===== src/rtl/fpu_mul_result_buffer.sv =====
// fpu_mul_result_buffer: circular FIFO holding half-precision products until writeback accepts them
// Ports:
//   i_clk, i_rst_n                  clock, asynchronous active-low reset
//   i_res, i_res_vld, i_ovf, i_rd   product, valid, overflow flag and destination tag from the multiplier
//   o_in_rdy                        buffer can accept a product this cycle (= !o_full)
//   o_wb_data/rd/ovf/vld, i_wb_rdy  head entry toward writeback with its handshake
//   o_count, o_full, o_empty        occupancy status
//   o_drop_cnt                      saturating count of products offered while full
//   i_exc_clr, o_exc_sticky         sticky overflow flag (only built with FPU_EXC_STICKY_EN)
module fpu_mul_result_buffer #(
    parameter int DEPTH = 4,
    parameter int TAG_W = 4
) (
    input  logic                       i_clk,
    input  logic                       i_rst_n,
    input  logic [15:0]                i_res,
    input  logic                       i_res_vld,
    input  logic                       i_ovf,
    input  logic [TAG_W-1:0]           i_rd,
    output logic                       o_in_rdy,
    output logic [15:0]                o_wb_data,
    output logic [TAG_W-1:0]           o_wb_rd,
    output logic                       o_wb_ovf,
    output logic                       o_wb_vld,
    input  logic                       i_wb_rdy,
    output logic [$clog2(DEPTH):0]     o_count,
    output logic                       o_full,
    output logic                       o_empty,
    output logic [7:0]                 o_drop_cnt,
    input  logic                       i_exc_clr,
    output logic                       o_exc_sticky
);
    localparam int PW = $clog2(DEPTH);
    localparam int CW = PW + 1;

    typedef struct packed {
        logic [15:0]      res;
        logic [TAG_W-1:0] rd;
        logic             ovf;
    } entry_t;

    entry_t        mem_q [DEPTH];
    entry_t        mem_d [DEPTH];
    logic [PW-1:0] wr_ptr_q, wr_ptr_d, rd_ptr_q, rd_ptr_d;
    logic [CW-1:0] count_q, count_d;
    logic [7:0]    drop_q, drop_d;
    logic          push, pop;

    assign o_full   = (count_q == CW'(DEPTH));
    assign o_empty  = (count_q == '0);
    assign o_in_rdy = !o_full;
    assign o_wb_vld = !o_empty;
    assign o_count  = count_q;
    assign o_drop_cnt = drop_q;
    assign o_wb_data = o_empty ? 16'h0 : mem_q[rd_ptr_q].res;
    assign o_wb_rd   = o_empty ? '0 : mem_q[rd_ptr_q].rd;
    assign o_wb_ovf  = o_empty ? 1'b0 : mem_q[rd_ptr_q].ovf;

    always_comb begin
        push = i_res_vld && o_in_rdy;
        pop  = o_wb_vld && i_wb_rdy;
        mem_d = mem_q;
        if (push) mem_d[wr_ptr_q] = '{res: i_res, rd: i_rd, ovf: i_ovf};
        // DEPTH is a power of two, so pointer overflow is the modulo wrap
        wr_ptr_d = push ? wr_ptr_q + PW'(1) : wr_ptr_q;
        rd_ptr_d = pop ? rd_ptr_q + PW'(1) : rd_ptr_q;
        count_d  = count_q + CW'(push) - CW'(pop);
        drop_d   = (i_res_vld && !o_in_rdy && drop_q != 8'hFF) ? drop_q + 8'd1 : drop_q;
    end

    always_ff @(posedge i_clk or negedge i_rst_n) begin
        if (!i_rst_n) begin
            for (int i = 0; i < DEPTH; i++) mem_q[i] <= '0;
            wr_ptr_q <= '0;
            rd_ptr_q <= '0;
            count_q  <= '0;
            drop_q   <= '0;
        end else begin
            mem_q    <= mem_d;
            wr_ptr_q <= wr_ptr_d;
            rd_ptr_q <= rd_ptr_d;
            count_q  <= count_d;
            drop_q   <= drop_d;
        end
    end

`ifdef FPU_EXC_STICKY_EN
    logic exc_q, exc_d;

    // a new overflow takes priority over a clear in the same cycle
    always_comb exc_d = (push && i_ovf) ? 1'b1 : (i_exc_clr ? 1'b0 : exc_q);

    always_ff @(posedge i_clk or negedge i_rst_n) begin
        if (!i_rst_n) exc_q <= 1'b0;
        else exc_q <= exc_d;
    end

    assign o_exc_sticky = exc_q;
`else
    logic unused_exc_clr;

    assign unused_exc_clr = i_exc_clr;
    assign o_exc_sticky   = 1'b0;
`endif
endmodule

===== config.mk =====
export PLATFORM = sky130hd
export DESIGN_NAME = fpu_mul_result_buffer
export DESIGN_NICKNAME = d
export VERILOG_FILES = /design/src/rtl/fpu_mul_result_buffer.sv
export SDC_FILE = /design/constraint.sdc
export NUM_CORES = 1
export LEC_CHECK = 0
export CAP_MARGIN = 25
export CELL_PAD_IN_SITES_DETAIL_PLACEMENT = 0
export CELL_PAD_IN_SITES_GLOBAL_PLACEMENT = 1
export CORE_UTILIZATION = 47
export DETAILED_ROUTE_END_ITERATION = 10
export MAX_ROUTING_LAYER = met4
export PLACE_DENSITY = 0.82
export SYNTH_ARGS = -nofsm -noshare
export SYNTH_HDL_FRONTEND = slang
export SYNTH_SLANG_ARGS = --single-unit

===== constraint.sdc =====
create_clock -name i_clk -period 3.17 [get_ports i_clk]
set_input_delay 0.7925 -clock i_clk [delete_from_list [all_inputs] [get_ports i_clk]]
set_output_delay 0.7925 -clock i_clk [all_outputs]
set_load 0.02 [all_outputs]

# ---- Word level (Yosys, flattened, before mapping)
# Cells that the tools add are included.
dict set report word_totals {
  out_inout_bits 37
  inputBits 26
  regBits 99
  word_cells 45
}
dict set report classes {
  n_eq_ne 2
  order_cmp 3
  addsub 5
  bitwise 2
  n_mux 9
  reduce_logical 8
}
# op count
set op_table {}
lappend op_table {{$bwmux W84} 1}
lappend op_table {{$mux W21} 3}
lappend op_table {{$bmux W21 S2} 1}
lappend op_table {{$demux W21 S2} 1}
lappend op_table {{$mux W16} 1}
lappend op_table {{$add A8 B1 Y8 const B} 1}
lappend op_table {{$ne A8 B8 Y1 const B} 1}
lappend op_table {{$ge A3 B3 Y1 const B} 2}
lappend op_table {{$not A2 Y3} 2}
lappend op_table {{$logic_and A1 B1 Y1} 5}
lappend op_table {{$add A2 B1 Y2 const B} 2}
lappend op_table {{$mux W4} 1}
lappend op_table {{$add A3 B1 Y3} 1}
lappend op_table {{$eq A3 B3 Y1 const B} 1}
lappend op_table {{$logic_not A3 Y1} 1}
lappend op_table {{$lt A3 B1 Y1 const B} 1}
lappend op_table {{$sub A3 B1 Y3} 1}
lappend op_table {{$logic_not A1 Y1} 2}
lappend op_table {{$mux W1} 1}

# ---- Depth between registers and ports, before layout
dict set report logic_depth {
  depth_word 6
  mapped_depth 9
  ltp_nobuf 8
}

# ---- Worst setup path before layout
# OpenSTA, ideal clock, no wires.
dict set report synth_timing {
  path_type {flip-flop to flip-flop}
  start {register count_q[2] (netlist: o_count[2])}
  end {register count_q[2] (netlist: o_count[2])}
  required_ns 3.038
  setup_slack_ns 0.713
  path_stages_with_launch 10
  period_less_slack_ns 2.457
  arrival_time_ns 2.325
  setup_time_ns 0.132
  n_path_buf 1
  path_cell_list {dfrtp_1 > or3_1 > clkbuf_1 > and2_1 > ha_1 > inv_1 > ha_1 > fa_1 > xor2_1 > xnor2_1}
}
dict set report synth_via {
  word_cells_on_any_way 8
  cone_classes {add/sub: 2; eq/ne: 1; reduce/logical: 5}
}
# element line
set synth_rtl {}
lappend synth_rtl {{from (decl)} 45} ;# logic [CW-1:0] count_q, count_d;
lappend synth_rtl {{from (signal assigned)} 82} ;# count_q <= count_d;
lappend synth_rtl {{$logic_not A3 Y1} 50} ;# assign o_empty = (count_q == '0);
lappend synth_rtl {{$logic_not A1 Y1} 52} ;# assign o_wb_vld = !o_empty;
lappend synth_rtl {{$logic_and A1 B1 Y1} 61} ;# pop = o_wb_vld && i_wb_rdy;
lappend synth_rtl {{named net pop} 47} ;# logic push, pop;
lappend synth_rtl {{$sub A3 B1 Y3} 67} ;# count_d = count_q + CW'(push) - CW'(pop);
lappend synth_rtl {{named net count_d[2]} 45}
# The timed path passes the listed nets, and every way through them passes these cells.
# A chain may end at the register's enable or synchronous reset.

# ---- Worst setup path after layout
dict set report layout_timing {
  start {register rd_ptr_q[0]}
  end {output port o_wb_data[12]}
}
dict set report layout_via {
  elab_chain_cells 5
}
# element line
set layout_lines {}
lappend layout_lines {{from (decl)} 44} ;# logic [PW-1:0] wr_ptr_q, wr_ptr_d, rd_ptr_q, rd_ptr_d;
lappend layout_lines {{from (signal assigned)} 81} ;# rd_ptr_q <= rd_ptr_d;
lappend layout_lines {{$not A2 Y3 (implied by the code)} 55} ;# assign o_wb_data = o_empty ? 16'h0 : mem_q[rd_ptr_q].res;
lappend layout_lines {{$bmux W21 S2} 55}
lappend layout_lines {{$mux W21 (2 in a row)} -}
lappend layout_lines {{$mux W16} 55}
lappend layout_lines {{to (decl)} 21} ;# output logic [15:0] o_wb_data,
# Every way passes these cells. The select of a mux whose other input is x is not followed.

==> results by group <==
Cells and area
  • Final core occ: 0.567
  • Layout cell share with drive strength beyond 1: 0.311
  • NumNets Final: around 400
  • Layout fillers: 860
  • Antenna Cells: 0
  • Register Area: between 0.002 and 0.0025 mm2
  • Area Overhead vs Synth: 17.6%
  • Area occupied by multi-input gates: approximately 0.0023 mm2

Run status
  • Status: complete, no violations

Synth
  • Top-area cell type share of the netlist area: 0.500
  • Post-synth top area cell: dfrtp_1
  • Most used DFF post-synth: dfrtp_1
  • Synth Register Bits: 99
  • EDFF count, synth: 0
  • Yosys warns: 0
  • Netlist Area Pre-Place: 0.00496 mm2
  • Async set-or-reset flop fraction in the synthesized netlist: 1.00
  • Sequential area share after synthesis: 0.500
  • Syn_nets: 336
  • Post-synthesis cell type count: 38
  • Area contributors post-synth: dfrtp_1 (50%), mux2_4 (18%), mux4_2 (9.5%)
  • Syn Inst Count: 302
  • Syn_area_per_cell: 16.4 um2

Setup path
  • Worst-path fanout max: 6
  • WP data arrival: 2190 ps
  • Reg-to-Reg End: o_count[2]
  • Worst setup SP type: register
  • R2R depth: 9
  • Crit path capture type: primary output
  • FF-to-FF Start: o_count[2]
  • WS Path Type: reg -> out
  • Reg-to-reg setup timing slack: between 500 and 600 ps
  • CP required: 2380 ps

Place
  • Dpl hpwl: approximately 5.6 mm
  • Place WS: ~370 ps
  • I/O Buffers: 60
  • GPL Wtd Cong: 0.716

Timing
  • Setup violators final: 0
  • Max transition margin: 0.537
  • Max Clk Rate: 335 MHz
  • Sum Neg Setup Slack: 0 ps
  • Tcrit/Tclk final: 0.941
  • Worst Clk Skew: 16.2 ps
  • Fin. Hold Viols: 0
  • Setup ws final: 186 ps
  • Worst slew pin tran: 693 ps
  • Final slew viol count: 0
  • Fin crit period: between 2000 and 3000 ps
  • Hold WS: 393 ps
  • RSZ-0062 raised after global routing: false

Power
  • Cell area power density: 1150 mW/mm2
  • Int Power: 4.41 mW
  • Max rail drop VDD: 560 uV
  • Comb pwr share: 0.530
  • Switching fraction of total power: 0.340
  • Reg power frac: 0.342
  • NetSw: 2.27 mW
  • P_leak: 2.64 nW
  • Clk network pwr share: 0.128

Clock network
  • Clk_lat worst skew: 370 ps
  • Clock sink total: just under 100
  • CTS tree: yes
  • Clock root cell: clkbuf_8
  • Reg clk slew, reported paths: 100 ps
  • # hold bufs at CTS: 0
  • Htree depth: 3
  • Clock Tree Buf Depth: 2
  • CTS buffer count: 9

Floorplan
  • Die Wd: 105 um
  • I/O pin count: 63
  • Num rows: 37
  • Core ar.: between 0.01 and 0.015 mm2
  • Chip Height: 105 um
  • Die Area: around 0.011 mm2
  • Initial Utilization: 0.482

Global route
  • Via count of the first global-routing pass: ~3000
  • Global-route wire length before repair: 15.6 mm
  • Antenna violations before repair: 0
  • Global-route usage over all layers: 0.190
  • Largest net degree at the start of global routing: just over 60
  • GR Overflow Total: 0

Drt
  • Vias/cell: 5.29
  • Post-DRT Antenna Nets: 0
  • Initial DRC count: 53
  • Final wirelength: 9.07 mm
  • DR vias: 2662
  • Residual DRC: 0
  • Router iterations before antenna repair: 4
  • Mean routed wirelength per cell: 18.0 um

Hold path
  • Hold Crit Class: in -> async

Run
  • MaxCap Viol Count: 0
==> logic make-up (layout without fill, tap and decap cells) <==
kind of cell | count (synthesis) | after routing | share of synthesized area
AND/OR/NAND/NOR | 43 | 43 | 0.0631
flip-flops | 99 | 99 | 0.500
buffers and inverters | 26 | 91 | 0.0454
adder cells (fa/ha/maj) | 8 | 8 | 0.0217
multiplexers | 109 | 109 | 0.340
other | 1 | 1 | 0.000756
XOR/XNOR | 9 | 9 | 0.0159
AO/OA/AOI/OAI | 7 | 7 | 0.0131
==> Yosys cell counts (2+ instances only) <==
master and n:
a2111oi_2 2, and2_1 22, buf_1 2, buf_12 6
buf_2 3, buf_6 3, clkbuf_1 3, dfrtp_1 99
ha_1 7, inv_1 8, mux2_1 27, mux2_4 60
mux4_2 21, nand2_1 2, nand3_1 3, nand3_4 3
nand4_1 2, nor2_1 2, xnor2_1 5, xor2_1 4
==> stage by stage <==
| stage | cell area [um2] | power [mW] | instances |
|---|---|---|---|
| after floorplan | 4960 | 4.76 | 302 |
| final | 5830 | 6.68 | 503 |
| after global routing | 5830 | 7.11 | 503 |
| after CTS | 5830 | 6.76 | 503 |
| after detailed placement | 5620 | 5.87 | 486 |
| after global placement | 5620 | 5.78 | 486 |
==> per-layer routing <==
| metal | routed length [um] | GRT usage | up-vias | share of wire |
|---|---|---|---|---|
| li1 | - | - | 1201 | - |
| met1 | 4280 | 0.252 | 1399 | 0.47 |
| met2 | 4350 | 0.292 | 53 | 0.48 |
| met3 | 327 | 0.0468 | 9 | 0.036 |
| met4 | 108 | 0.0533 | 0 | 0.012 |
| met5 | 0 | - | - | 0 |
==> layout by cell type, fill, tap and decap left out, drive strengths merged, types with 7 or more instances in the layout <==
| master | count |
|---|---|
| nand3 | 7 |
| and2 | 22 |
| mux4 | 21 |
| clkbuf | 9 |
| mux2 | 87 |
| clkdlybuf4s50 | 59 |
| buf | 8 |
| ha | 7 |
| dfrtp | 99 |
| inv | 11 |
==> registers in the layout (all words and copies together), names as in the netlist <==
name,cells
o_count,3
mem_q,84
wr_ptr_q,2
rd_ptr_q,2
o_drop_cnt,8
==> worst max path at each step <==
| stage | start | end |
|---|---|---|
| detailed placement | rd_ptr_q[0] | o_wb_rd[3] |
| CTS | rd_ptr_q[0] | o_wb_data[10] |
| floorplan | o_count[2] | o_count[2] |
| finish | rd_ptr_q[0] | o_wb_data[12] |
| global route | rd_ptr_q[0] | o_wb_data[10] |
| global placement | rd_ptr_q[0] | o_wb_data[2] |
==> timing repair <==
| item | in CTS | in global routing |
|---|---|---|
| setup endpoints to repair | 6 | 0 |
| resized for setup | 0 | 0 |
| buffers inserted | 1 | 0 |
==> power by group through the flow <==
stage	clock network, mW	registers [mW]	logic, mW
2_1_floorplan	0	2.22	2.54
3_3_place_gp	0	2.29	3.49
3_5_place_dp	0	2.32	3.55
4_1_cts	0.885	2.28	3.59
5_1_grt	0.938	2.38	3.80
6_report	0.855	2.28	3.54
==> final cells by class <==
cell class | instances | area share
Clock buffer | 9 | 0.0212
Clock inverter | 7 | 0.0144
Sequential cell | 99 | 0.425
Tap cell | 136 | 0.0292
Inverter | 8 | 0.00515
Multi-Input combinational cell | 177 | 0.387
Timing Repair Buffer | 67 | 0.118
==> worst max-delay path, cell delays in order (launching register included) <==
cell and delay (ps):
dfrtp_2 410, buf_4 200, mux4_2 500, and2_1 180, clkdlybuf4s50_1 540
Power figures use the tool's default switching activity.
